[config.mk]
export PLATFORM = sky130hd
export DESIGN_NAME = mem_arbiter
export DESIGN_NICKNAME = d
export VERILOG_FILES = /design/src/rtl/mem_arbiter_pkg.sv /design/src/rtl/mem_arbiter.sv
export SDC_FILE = /design/constraint.sdc
export NUM_CORES = 1
export LEC_CHECK = 0
export BUFFER_PORTS_ARGS = -buffer_cell sky130_fd_sc_hd__buf_2
export CAP_MARGIN = 20
export CORE_AREA = 5 5 101 103
export CTS_CLUSTER_DIAMETER = 30
export CTS_CLUSTER_SIZE = 28
export DETAILED_ROUTE_END_ITERATION = 12
export DIE_AREA = 0 0 106 108
export SLEW_MARGIN = 15
export SYNTH_ARGS = -nofsm -noshare
export SYNTH_HDL_FRONTEND = slang
export SYNTH_SLANG_ARGS = --single-unit
[constraint.sdc]
create_clock -name clk -period 5 [get_ports clk]
set_clock_uncertainty 0.15 [all_clocks]
set_input_delay 0.75 -clock clk [delete_from_list [all_inputs] [get_ports clk]]
set_output_delay 0.75 -clock clk [all_outputs]
set_load 0.02 [all_outputs]
[src/rtl/mem_arbiter_pkg.sv]
// Shared definitions for the instruction/data memory arbiter: FSM states and default widths.
package mem_arbiter_pkg;

    localparam int unsigned DEF_ADDR_WIDTH   = 32;
    localparam int unsigned DEF_DATA_WIDTH   = 32;
    localparam int unsigned DEF_STARVE_LIMIT = 4;

    typedef enum logic [1:0] {
        IDLE   = 2'd0,
        BUSY_I = 2'd1,
        BUSY_D = 2'd2
    } arb_state_e;

    // Counter width for a saturating count of 0..limit; never narrower than one bit.
    function automatic int unsigned cnt_width(input int unsigned limit);
        int unsigned w;
        w = $clog2(limit + 1);
        return (w < 1) ? 1 : w;
    endfunction

endpackage

[src/rtl/mem_arbiter.sv]
// Two-master (instruction fetch / data) arbiter onto a single memory port with one
// outstanding transaction and a starvation guard that forces an I grant after STARVE_LIMIT D wins.
module mem_arbiter
    import mem_arbiter_pkg::*;
#(
    parameter int unsigned ADDR_WIDTH   = DEF_ADDR_WIDTH,
    parameter int unsigned DATA_WIDTH   = DEF_DATA_WIDTH,
    parameter int unsigned STARVE_LIMIT = DEF_STARVE_LIMIT
) (
    input  logic                  clk,
    input  logic                  rst,

    input  logic                  i_valid,
    output logic                  i_ready,
    input  logic [ADDR_WIDTH-1:0] i_addr,
    output logic                  i_rvalid,
    output logic [DATA_WIDTH-1:0] i_rdata,

    input  logic                  d_valid,
    output logic                  d_ready,
    input  logic [ADDR_WIDTH-1:0] d_addr,
    input  logic                  d_wen,
    input  logic [DATA_WIDTH-1:0] d_wdata,
    output logic                  d_rvalid,
    output logic [DATA_WIDTH-1:0] d_rdata,

    output logic                  mem_valid,
    input  logic                  mem_ready,
    output logic [ADDR_WIDTH-1:0] mem_addr,
    output logic                  mem_wen,
    output logic [DATA_WIDTH-1:0] mem_wdata,
    input  logic                  mem_rvalid,
    input  logic [DATA_WIDTH-1:0] mem_rdata
);

    localparam int unsigned CNT_W = cnt_width(STARVE_LIMIT);
    localparam logic [CNT_W-1:0] CNT_MAX = CNT_W'(STARVE_LIMIT);

    arb_state_e       state_q, state_d;
    logic [CNT_W-1:0] starve_cnt_q, starve_cnt_d;
    logic             grant_i, grant_d;
    logic             starved;

    assign starved = (starve_cnt_q == CNT_MAX);

    // Grant selection, memory request forwarding, response routing and next state.
    // Everything is gated by rst so all outputs read zero while reset is held.
    always_comb begin
        state_d      = state_q;
        starve_cnt_d = starve_cnt_q;
        grant_i      = 1'b0;
        grant_d      = 1'b0;
        i_ready      = 1'b0;
        d_ready      = 1'b0;
        i_rvalid     = 1'b0;
        d_rvalid     = 1'b0;
        i_rdata      = '0;
        d_rdata      = '0;
        mem_valid    = 1'b0;
        mem_addr     = '0;
        mem_wen      = 1'b0;
        mem_wdata    = '0;

        if (!rst) begin
            unique case (state_q)
                IDLE: begin
                    // D is preferred unless I has waited out STARVE_LIMIT D grants.
                    if (i_valid && (!d_valid || starved)) begin
                        grant_i = 1'b1;
                    end else if (d_valid) begin
                        grant_d = 1'b1;
                    end

                    mem_valid = grant_i | grant_d;

                    if (grant_i) begin
                        mem_addr = i_addr;
                        i_ready  = mem_ready;
                        if (mem_ready) begin
                            state_d      = BUSY_I;
                            starve_cnt_d = '0;
                        end
                    end

                    if (grant_d) begin
                        mem_addr  = d_addr;
                        mem_wen   = d_wen;
                        mem_wdata = d_wdata;
                        d_ready   = mem_ready;
                        if (mem_ready) begin
                            state_d = BUSY_D;
                            if (!i_valid) begin
                                starve_cnt_d = '0;
                            end else if (!starved) begin
                                starve_cnt_d = starve_cnt_q + CNT_W'(1);
                            end
                        end
                    end
                end

                BUSY_I: begin
                    if (mem_rvalid) begin
                        i_rvalid = 1'b1;
                        i_rdata  = mem_rdata;
                        state_d  = IDLE;
                    end
                end

                BUSY_D: begin
                    if (mem_rvalid) begin
                        d_rvalid = 1'b1;
                        d_rdata  = mem_rdata;
                        state_d  = IDLE;
                    end
                end

                default: begin
                    state_d = IDLE;
                end
            endcase
        end
    end

    always_ff @(posedge clk) begin
        if (rst) begin
            state_q      <= IDLE;
            starve_cnt_q <= '0;
        end else begin
            state_q      <= state_d;
            starve_cnt_q <= starve_cnt_d;
        end
    end

endmodule

# [After elaboration in Yosys (flattened, before gate mapping)]
# Cells that the tools add are included.
[totals] out_inout_bits=134 word_cells=60 input_bits=135 ff_bits=5
[op_classes] addsub=1 mux=47 bitwise=1 reduce_logical=5 n_eq_ne=4
[ops] cell="32-bit 2-to-1 mux" n=12
[ops] cell="1-bit 2-to-1 mux" n=23
[ops] cell="3-bit 2-to-1 mux" n=6
[ops] cell="2-bit 2-to-1 mux" n=5
[ops] cell="2-bit one-hot mux with 2 select lines" n=1
[ops] cell="3-bit by 1-bit adder with 3-bit output (second input constant)" n=1
[ops] cell="3-bit == test (second input constant)" n=1
[ops] cell="2-bit by 1-bit == test with 1-bit output (second input constant)" n=1
[ops] cell="2-bit == test (second input constant)" n=1
[ops] cell="2-bit zero test" n=1
[ops] cell="2-bit by 1-bit != test with 1-bit output (second input constant)" n=1
[ops] cell="2-bit OR reduction" n=1
[ops] cell="1-bit logical AND" n=1
[ops] cell="1-bit zero test" n=1
[ops] cell="1-bit logical OR" n=1
[ops] cell="1-bit OR" n=1

# [Depth between registers and ports, before layout]
# Gate-level depths: netlist (run 1).
[logic_depth] ltp_word=11 ltp_mapped=7 mapped_depth_nobuf=5

# [Least setup slack after synthesis (run 1)]
# OpenSTA, ideal clock, no wires.
[synth_path] kind="input port to output port" from="input i_valid" to="output mem_addr[22]" t_arrival_ns=1.673 stages=4 path_buffers=1 setup_slack_ns=2.427 required_time_ns=4.100 path_cell_list="nand3_1 > clkbuf_1 > nand3_1 > a21oi_1"
[synth_via] elab_chain_len=8 elab_cells_between_ends=11 cone_classes="10 x mux; 1 x reduce/logical"
[synth_rtl] item="start, declared" line="mem_arbiter.sv:13" text="input logic i_valid,"
[synth_rtl] item="1-bit logical AND (*)" line="mem_arbiter.sv:68" text="if (i_valid && (!d_valid || starved)) begin"
[synth_rtl] item="1-bit 2-to-1 mux" line="mem_arbiter.sv:68"
[synth_rtl] item="1-bit 2-to-1 mux" line="mem_arbiter.sv:65" text="unique case (state_q)"
[synth_rtl] item="1-bit 2-to-1 mux" line="mem_arbiter.sv:64" text="if (!rst) begin"
[synth_rtl] item="32-bit 2-to-1 mux" line="mem_arbiter.sv:76" text="if (grant_i) begin"
[synth_rtl] item="32-bit 2-to-1 mux (*)" line="mem_arbiter.sv:85" text="if (grant_d) begin"
[synth_rtl] item="32-bit 2-to-1 mux (*)" line="mem_arbiter.sv:65"
[synth_rtl] item="32-bit 2-to-1 mux (*)" line="mem_arbiter.sv:64"
[synth_rtl] item="end, declared" line="mem_arbiter.sv:29" text="output logic [ADDR_WIDTH-1:0] mem_addr,"
# Mark *: on every way between the ends. The rest lies on a longest branch, timed or not. The select of a mux whose other input is x is not followed.

# [Worst setup path after layout (run 1)]
[layout_path] from="input d_valid" to="output d_ready"
[layout_via] elab_chain_len=9 elab_cells_between_ends=10 cone_classes="7 x mux; 3 x reduce/logical"
[layout_rtl] item="start, declared" line="mem_arbiter.sv:19" text="input logic d_valid,"
[layout_rtl] item="1-bit zero test" line="mem_arbiter.sv:68"
[layout_rtl] item="1-bit logical OR" line="mem_arbiter.sv:68"
[layout_rtl] item="1-bit logical AND" line="mem_arbiter.sv:68"
[layout_rtl] item="1-bit 2-to-1 mux (*)" line="mem_arbiter.sv:68"
[layout_rtl] item="1-bit 2-to-1 mux (*)" line="mem_arbiter.sv:65"
[layout_rtl] item="1-bit 2-to-1 mux (*)" line="mem_arbiter.sv:64"
[layout_rtl] item="1-bit 2-to-1 mux (*)" line="mem_arbiter.sv:85"
[layout_rtl] item="1-bit 2-to-1 mux (*)" line="mem_arbiter.sv:65"
[layout_rtl] item="1-bit 2-to-1 mux (*)" line="mem_arbiter.sv:64"
[layout_rtl] item="end, declared" line="mem_arbiter.sv:20" text="output logic d_ready,"
# Marked as above.

==> impl_metrics.tcl, run 1 <==
set metrics [dict create \
    critPathArrivalTime_ps 2620 \
    vias 2787 \
    regToRegStartpoint "starve_cnt_q[0]$_SDFFE_PP0P_" \
    synth_warnings 0 \
    routedWlPerCell_um 14.0 \
    finalHoldViolations 0 \
    drv_slew 0 \
    wl_um 8790 \
    cpPeakStageDelay_ps 910 \
    numCtsBuffers 3 \
    worst_pin_slew_ps 1000 \
    drv_cap 0 \
    antenna_left 0 \
    fin_crit_sh_pct 70.3 \
    grt_overflow 0 \
    diodes 0 \
    nNetsFinal 659 \
    ys_types 32 \
    route.detailed.vias_per_inst 4.43 \
    startpoint_type "input port" \
    slew_headroom_pct 33.3 \
    crit_start "d_valid" \
    grt_usage_pct 13.2 \
    synth_seq_cells 5 \
    place_congestion 0.840 \
    grt_max_degree 43 \
    syn2layout_area_growth_pct 87.0 \
    die_w_um 106 \
    tns_ps 0 \
    port_buffers 268 \
    critPathRequiredTime_ps 4100 \
    cts_setup_buffers 0 \
    min_period_ps 3520 \
    synth-main-ff-cell "dfxtp_1" \
    cts.path.max_buffers 2 \
    syn-mean-instance-area_um2 6.05 \
    crit_type "input port to output pin" \
    rsz0062_at_grt "no" \
    cts_root_buf "clkbuf_8" \
    status "complete, no violations" \
    cts_hold_buf 0 \
    async_reset_ff_share_pct 0 \
    hp-start "state_q[0]$_SDFFE_PP0P_" \
    dp_hpwl_um 7390 \
    cp_max_fo 42 \
    peakVddDrop_mv 0.0484 \
    num_rows 35 \
    crit_top_cell "buf_2" \
    core_um2 9110 \
    clk_pin_slew_ps 40 \
    max_freq_mhz 284 \
    hp-class "flop to flop" \
    clk_latency_ps 230 \
    cts-htree-levels 1 \
    syn_area_um2 1630 \
    die_h_um 108 \
    end_kind "output pin" \
    drc 0 \
    io_pins 269 \
    cts.sinks 5 \
    p_leak_nw 1.89 \
    syn_nets 410 \
    seq_area_frac_synth_pct 6.13 \
    drt_iter0_drc 220 \
    grt_pass1_wl_um 12700 \
    power_density_nw_per_um2 115 \
    grt_pass1_vias 2692 \
    final_util_pct 33.5 \
    cts.repair.resized 0 \
    drtPass1Iterations 5 \
    place_ws_ps 1500 \
    synth_edf_count 0 \
    synth_cells 270 \
    fillers 1002 \
    critical-path-slowest-cell "a21bo_1" \
    grt_antenna_before_repair 0 \
    layout_setup_ws_ps 1480 \
    dieArea_um2 11400 \
    cts_tree "built" \
    layout-drive-gt1-share_pct 53.3 \
    start_util_pct 17.9 \
    cp_cell_sequence "buf_2 -> buf_4 -> a21bo_1 -> and2_1 -> and4b_1 -> buf_2" \
    setup_viol 0 \
]
[registers in the layout, summed over array words and instances (netlist names)]
register,flops
starve_cnt_q,3
state_q,2
[final cells by class]
type / instances / area (µm²) / area share (%)
flip-flops and latches: 5 / 100 / 3.28
multi-input cells: 233 / 1380 / 45.0
inverters: 4 / 15.0 / 0.492
repair buffers: 272 / 1380 / 45.2
clock buffers: 4 / 45.0 / 1.48
well taps: 111 / 139 / 4.55
[through the flow]
stage | area [µm²] | instances | hold WS (ps) | total power, mW
detailed placement | 3010 | 625 | 350 | 0.272
finish | 3050 | 629 | 357 | 0.350
global placement | 2990 | 624 | 347 | 0.267
floorplan | 1630 | 270 | 323 | 0.171
CTS | 3050 | 629 | 364 | 0.353
global route | 3050 | 629 | 409 | 0.374
[critical path: cells and delay by family]
kind / cells / cell delay [ps]
AO/OA/AOI/OAI: 1 / 910
buffers and inverters: 3 / 510
AND/OR/NAND/NOR: 2 / 420
[layout by cell type, fill, tap and decap left out, types with 2 or more instances in the layout]
master | synthesis | routed
buf_2 | 9 | 268
and2_1 | 98 | 98
nand3_1 | 65 | 65
a21oi_1 | 33 | 33
nor2_1 | 5 | 5
ha_1 | 5 | 5
dfxtp_1 | 5 | 5
inv_1 | 4 | 4
o21ai_0 | 3 | 3
clkbuf_8 | 0 | 3
buf_4 | 1 | 3
nand2b_1 | 2 | 2
and3b_1 | 2 | 2
nand4_1 | 2 | 2
nor2b_1 | 2 | 2
nand2_1 | 2 | 2
[cells in the mapped netlist (2+ instances only)]
master / number / share of area, %
nand3_1: 65 / 20
buf_2: 9 / 2.8
nor2b_1: 2 / 0.77
ha_1: 5 / 3.8
and2_1: 98 / 38
and3b_1: 2 / 1.1
inv_1: 4 / 0.92
nand4_1: 2 / 0.77
buf_6: 3 / 2.1
clkbuf_1: 14 / 3.2
dfxtp_1: 5 / 6.1
o21ai_0: 3 / 0.92
nand2b_1: 2 / 0.77
a21oi_1: 33 / 10
nor2_1: 5 / 1.1
nand2_1: 2 / 0.46
[report_power, final]
part           switching, mW  internal [mW]
clock network         0.0235         0.0551
logic                  0.134         0.0945
registers            0.00126         0.0418
[layer usage]
metal | track usage [%] | vias up | routed length [µm]
met5 | 0 | - | 0
met4 | 3.61 | 0 | 123
met3 | 2.15 | 10 | 775
met2 | 26.3 | 168 | 4680
met1 | 14.3 | 1200 | 3220
li1 | - | 1409 | -
[logic make-up after synthesis]
| family | Yosys count | synth area share [%] |
|---|---|---|
| and+or+nand+nor | 184 | 65.4 |
| AOI/OAI and AO/OA | 44 | 14.9 |
| buffers and inverters | 32 | 9.65 |
| adders and majority gates | 5 | 3.83 |
| DFF | 5 | 6.13 |
[final timing paths]
kind                                                end  slack [ps]  cells past startpoint
worst max-delay path                            d_ready        1480                      6
worst min-delay path            state_q[0]$_SDFFE_PP0P_         360                      2
worst max register to register  state_q[0]$_SDFFE_PP0P_        2910                      5
worst min register to register  state_q[0]$_SDFFE_PP0P_         360                      2
Power figures use the tool's default switching activity.
==> inputs of run 2 (changes only) <==
- CORE_AREA: 5 5 101 103 -> 5 5 102 104
- DIE_AREA: 0 0 106 108 -> 0 0 107 109
- clock period: 5 -> 3.3 ns (I/O delays scaled with it)
==> run 2 against run 1 <==
Compared with the run above: sequential cell count is the same; critical path depth stayed put; clock-buffer cell count is the same; cell area up 0.94%; core utilization down 0.94 points; critical endpoint is now mem_wdata[9]; highest routed layer unchanged.
==> impl_metrics.tcl, run 2 (synthesized netlist as in run 1, its figures left out) <==
set metrics [dict create \
    cts_setup_buffers 0 \
    num_rows 36 \
    die_h_um 109 \
    power_uw 525 \
    r2r-end "state_q[0]$_SDFFE_PP0P_" \
    layout_common_cells "268 x buf_2, 98 x and2_1, 65 x nand3_1" \
    cp_max_fo 33 \
    routedWlPerCell_um 13.3 \
    grt_overflow 0 \
    p_leak_nw 1.90 \
    start_util_pct 17.3 \
    hp-class "flop to flop" \
    drt_iter0_drc 215 \
    clk_latency_ps 220 \
    tns_ps 0 \
    worst_pin_slew_ps 790 \
    drv_cap 0 \
    finalHoldViolations 0 \
    syn2layout_area_growth_pct 88.7 \
    critPathRequiredTime_ps 2650 \
    hold_depth 2 \
    slew_headroom_pct 47.3 \
    startpoint_type "flop" \
    fillers 1012 \
    vias 2825 \
    drv_slew 0 \
    power_density_nw_per_um2 170 \
    r2r_slack_ps 1400 \
    grt_pass1_wl_um 12300 \
    end_kind "output pin" \
    holdPathEnd "state_q[0]$_SDFFE_PP0P_" \
    route.detailed.vias_per_inst 4.46 \
    dieArea_um2 11700 \
    grt_max_degree 42 \
    max_freq_mhz 367 \
    die_w_um 107 \
    grt_usage_pct 12.7 \
    status "complete, no violations" \
    min_period_ps 2730 \
    core_um2 9460 \
    wl_um 8440 \
    biggestRegsByFlops "starve_cnt_q x3, state_q x2" \
    cts.path.max_buffers 2 \
    drtPass1Iterations 4 \
    critPathArrivalTime_ps 2080 \
    cts-htree-levels 1 \
    diodes 0 \
    setup_viol 0 \
    largest_reg_flops 3 \
    port_buffers 268 \
    clk_pin_slew_ps 40 \
    cts.sinks 5 \
    numCtsBuffers 3 \
    crit_type "flop to output pin" \
    grt_pass1_vias 2626 \
    holdWs_ps 366 \
    cts_tree "built" \
    regMostFlops "starve_cnt_q" \
    nNetsFinal 660 \
    dp_hpwl_um 7080 \
    rsz0062_at_grt "no" \
    fin_crit_sh_pct 82.6 \
    r2r_cells 6 \
    layout-drive-gt1-share_pct 53.4 \
    hp-start "state_q[0]$_SDFFE_PP0P_" \
    grt_antenna_before_repair 0 \
    io_pins 269 \
    cts.repair.resized 0 \
    place_congestion 0.740 \
    drc 0 \
    antenna_left 0 \
    layout_commonest_cell "buf_2" \
    cts_hold_buf 0 \
    cts_root_buf "clkbuf_8" \
    peakVddDrop_mv 0.0703 \
    regToRegStartpoint "starve_cnt_q[0]$_SDFFE_PP0P_" \
]
## run 2: power breakdown
| part | total [mW] | leakage, nW | internal (mW) | switching (mW) |
|---|---|---|---|---|
| combinational | 0.344 | 1.84 | 0.144 | 0.200 |
| clock | 0.116 | 0.0228 | 0.0832 | 0.0328 |
| sequential | 0.0653 | 0.0406 | 0.0633 | 0.00198 |
| total | 0.525 | 1.90 | 0.290 | 0.235 |
## run 2: per-stage QoR
| step | setup slack, ps | std cells | instance area [µm²] | util (%) |
|---|---|---|---|---|
| detailed placement | 762 | 629 | 3040 | 32.1 |
| global route | 371 | 633 | 3080 | 32.6 |
| finish | 575 | 633 | 3080 | 32.6 |
| floorplan | 1090 | 270 | 1630 | - |
| CTS | 517 | 633 | 3080 | 32.6 |
| global placement | 827 | 629 | 3040 | 32.1 |
## run 2: critical path, stage by stage (launching register included)
cell,delay [ps]
dfxtp_1,360
inv_1,70
ha_1,250
nand3_1,400
and3_4,450
and2_1,180
buf_2,160
## run 2: worst max-delay path by stage
stage	cells past startpoint	from	slack [ps]	end
after floorplan	6	starve_cnt_q[0]$_SDFFE_PP0P_	1090	mem_addr[22]
after global placement	6	starve_cnt_q[0]$_SDFFE_PP0P_	830	mem_wdata[17]
after detailed placement	6	starve_cnt_q[0]$_SDFFE_PP0P_	760	mem_wdata[9]
after CTS	6	starve_cnt_q[0]$_SDFFE_PP0P_	520	mem_wdata[9]
after global routing	6	starve_cnt_q[0]$_SDFFE_PP0P_	370	mem_wdata[9]
final	6	starve_cnt_q[0]$_SDFFE_PP0P_	570	mem_wdata[9]
## run 2: final cells by class
cell class,count,area (µm²),area share (%)
Multi-Input combinational cell,233,1380,44.6
Timing Repair Buffer,273,1400,45.6
Tap cell,114,143,4.63
Clock buffer,4,45.0,1.46
Sequential cell,5,100,3.25
Inverter,4,15.0,0.487
## run 2: layer usage
layer / track usage [%] / vias to the layer above / wire length, µm
li1: - / 1411 / -
met1: 13.5 / 1254 / 3060
met2: 24.9 / 150 / 4510
met3: 3.14 / 10 / 765
met4: 3.20 / 0 / 95
met5: 0 / - / 0
==> inputs of run 3 (changes only) <==
- ABC_AREA: not set -> 1
- CORE_AREA: 5 5 102 104 -> 5 5 101 103
- DIE_AREA: 0 0 107 109 -> 0 0 106 108
- clock period: 3.3 -> 2.3 ns (I/O delays scaled with it)
==> run 3 against run 2 <==
Compared with the run above: non-clock buffer count up 9; wire length up 2.5%; area after synthesis down 1.1%; register-to-register slack worse by 730 ps; die area down 1.8%; setup slack worse by 450 ps; critical path type unchanged; critical endpoint is now mem_addr[8].
==> impl_metrics.tcl, run 3 <==
set metrics [dict create \
    final_cells 722 \
    seq_area_frac_synth_pct 6.20 \
    r2r_slack_ps 670 \
    antenna_left 0 \
    dp_hpwl_um 7150 \
    cts_tree "built" \
    status "complete, no violations" \
    vias 3011 \
    clk_pin_slew_ps 30 \
    syn_nets 487 \
    synth_edf_count 0 \
    biggestRegsByFlops "starve_cnt_q x3, state_q x2" \
    grt_overflow 0 \
    drv_slew 0 \
    synth_seq_cells 5 \
    worst_pin_slew_ps 362 \
    critPathArrivalTime_ps 1680 \
    max_freq_mhz 460 \
    fin_crit_sh_pct 94.5 \
    yosysTopAreaCellShare_pct 25.8 \
    cp_max_fo 10 \
    die_w_um 106 \
    power_density_nw_per_um2 260 \
    route.detailed.vias_per_inst 4.17 \
    fin_area_um2 3170 \
    grt_max_degree 36 \
    grt_pass1_wl_um 12700 \
    die_h_um 108 \
    synth_warnings 0 \
    slew_headroom_pct 75.8 \
    setup_viol 0 \
    peakVddDrop_mv 0.150 \
    largest_reg_flops 3 \
    p_leak_nw 2.18 \
    yosysTopAreaCell "nand2_1" \
    placed_cells 712 \
    nNetsFinal 752 \
    drtPass1Iterations 5 \
    synthTopCellsByArea "nand2_1 26%, nor2_1 24%, a21oi_1 11%, inv_1 9.8%, buf_6 7.0%" \
    grt_antenna_before_repair 0 \
    cts.path.max_buffers 2 \
    synth_cells 347 \
    async_reset_ff_share_pct 0 \
    finalHoldViolations 0 \
    startpoint_type "flop" \
    post-synth-top-count-cell "nand2_1" \
    min_period_ps 2170 \
    ys_types 21 \
    routedWlPerCell_um 12.0 \
    place_congestion 0.857 \
    syn2layout_area_growth_pct 96.2 \
    port_buffers 268 \
    synth_common_cells "111 x nand2_1, 103 x nor2_1, 42 x inv_1, 35 x a21oi_1, 12 x buf_2" \
    drv_cap 0 \
    cts.sinks 5 \
    crit_type "flop to output pin" \
    end_kind "output pin" \
    layout-drive-gt1-share_pct 49.4 \
    num_rows 35 \
    diodes 0 \
    syn_area_um2 1620 \
    place_area_um2 2980 \
    start_util_pct 17.7 \
    syn-mean-instance-area_um2 4.66 \
    regMostFlops "starve_cnt_q" \
    wl_um 8640 \
    layout_commonest_cell "buf_2" \
    grt_pass1_vias 2849 \
    io_pins 269 \
    numCtsBuffers 3 \
    cts-htree-levels 1 \
    grt_usage_pct 13.2 \
    layout_common_cells "266 x buf_2, 109 x nand2_1, 103 x nor2_1" \
    synth-main-ff-cell "dfxtp_1" \
    cts_root_buf "clkbuf_8" \
    dieArea_um2 11400 \
    drc 0 \
    drt_iter0_drc 221 \
    hp-class "input port to flop" \
    critPathRequiredTime_ps 1800 \
    holdWs_ps 208 \
    clk_latency_ps 220 \
    core_um2 9110 \
]
-- run 3: power by group --
part           total [mW]  leakage (nW)  switching [mW]  internal (mW)
Sequential         0.0941        0.0412         0.00256         0.0916
Combinational       0.573          2.11           0.339          0.234
Clock               0.158        0.0228          0.0396          0.119
Total               0.825          2.18           0.381          0.445
-- run 3: area by class of cell --
type	instances	area (µm²)
inverter	47	189
sequential	5	101
timing repair buffer	282	1510
fill	1044	5940
tap	111	139
multi-input combinational	273	1190
clock buffer	4	45.0
-- run 3: path summary, 6_finish.rpt --
check / from / end / cells past startpoint
worst max register to register: state_q[1]$_SDFFE_PP0P_ / state_q[1]$_SDFFE_PP0P_ / 9
worst min register to register: starve_cnt_q[1]$_SDFFE_PP0P_ / starve_cnt_q[1]$_SDFFE_PP0P_ / 2
worst max-delay path: starve_cnt_q[0]$_SDFFE_PP0P_ / mem_addr[8] / 10
worst min-delay path: rst / starve_cnt_q[1]$_SDFFE_PP0P_ / 2
-- run 3: logic make-up after synthesis --
group                    share of synthesized area, %
buffers and inverters                            21.8
AO/OA/AOI/OAI                                    13.0
AND/OR/NAND/NOR                                  55.2
flip-flops                                       6.20
adder cells (fa/ha/maj)                          3.87
-- run 3: per-stage QoR --
step                      power, mW  setup WS (ps)  util [%]  setup TNS (ps)
after global routing          0.900          -7.88      34.8           -26.8
after global placement        0.617            190      32.7               0
after CTS                     0.794           7.75      33.4               0
final                         0.825            126      34.8               0
after floorplan               0.409            334         -               0
after detailed placement      0.624            187      32.7               0
-- run 3: what timing repair did --
item	in CTS	in global routing
endpoints found under the setup margin	57	66
endpoints found under the hold margin	0	0
hold buffers	0	0
cloned	0	1
buffers inserted	0	5
resized for setup	4	17
pin swaps	0	1
-- run 3: per-layer routing --
layer	up-vias	GRT usage, %	routed length, µm
met4	0	3.52	153
met3	10	2.63	628
li1	1561	-	-
met1	1293	14.2	3230
met2	147	26.1	4630
met5	-	0	0
-- run 3: critical path, stage by stage (launching register included) --
cell	delay, ps
dfxtp_1	310
inv_1	50
ha_1	200
nand2_1	130
nand2_2	80
nand2_2	90
clkinv_4	80
buf_4	170
nand2_1	90
a21oi_1	80
buf_4	170
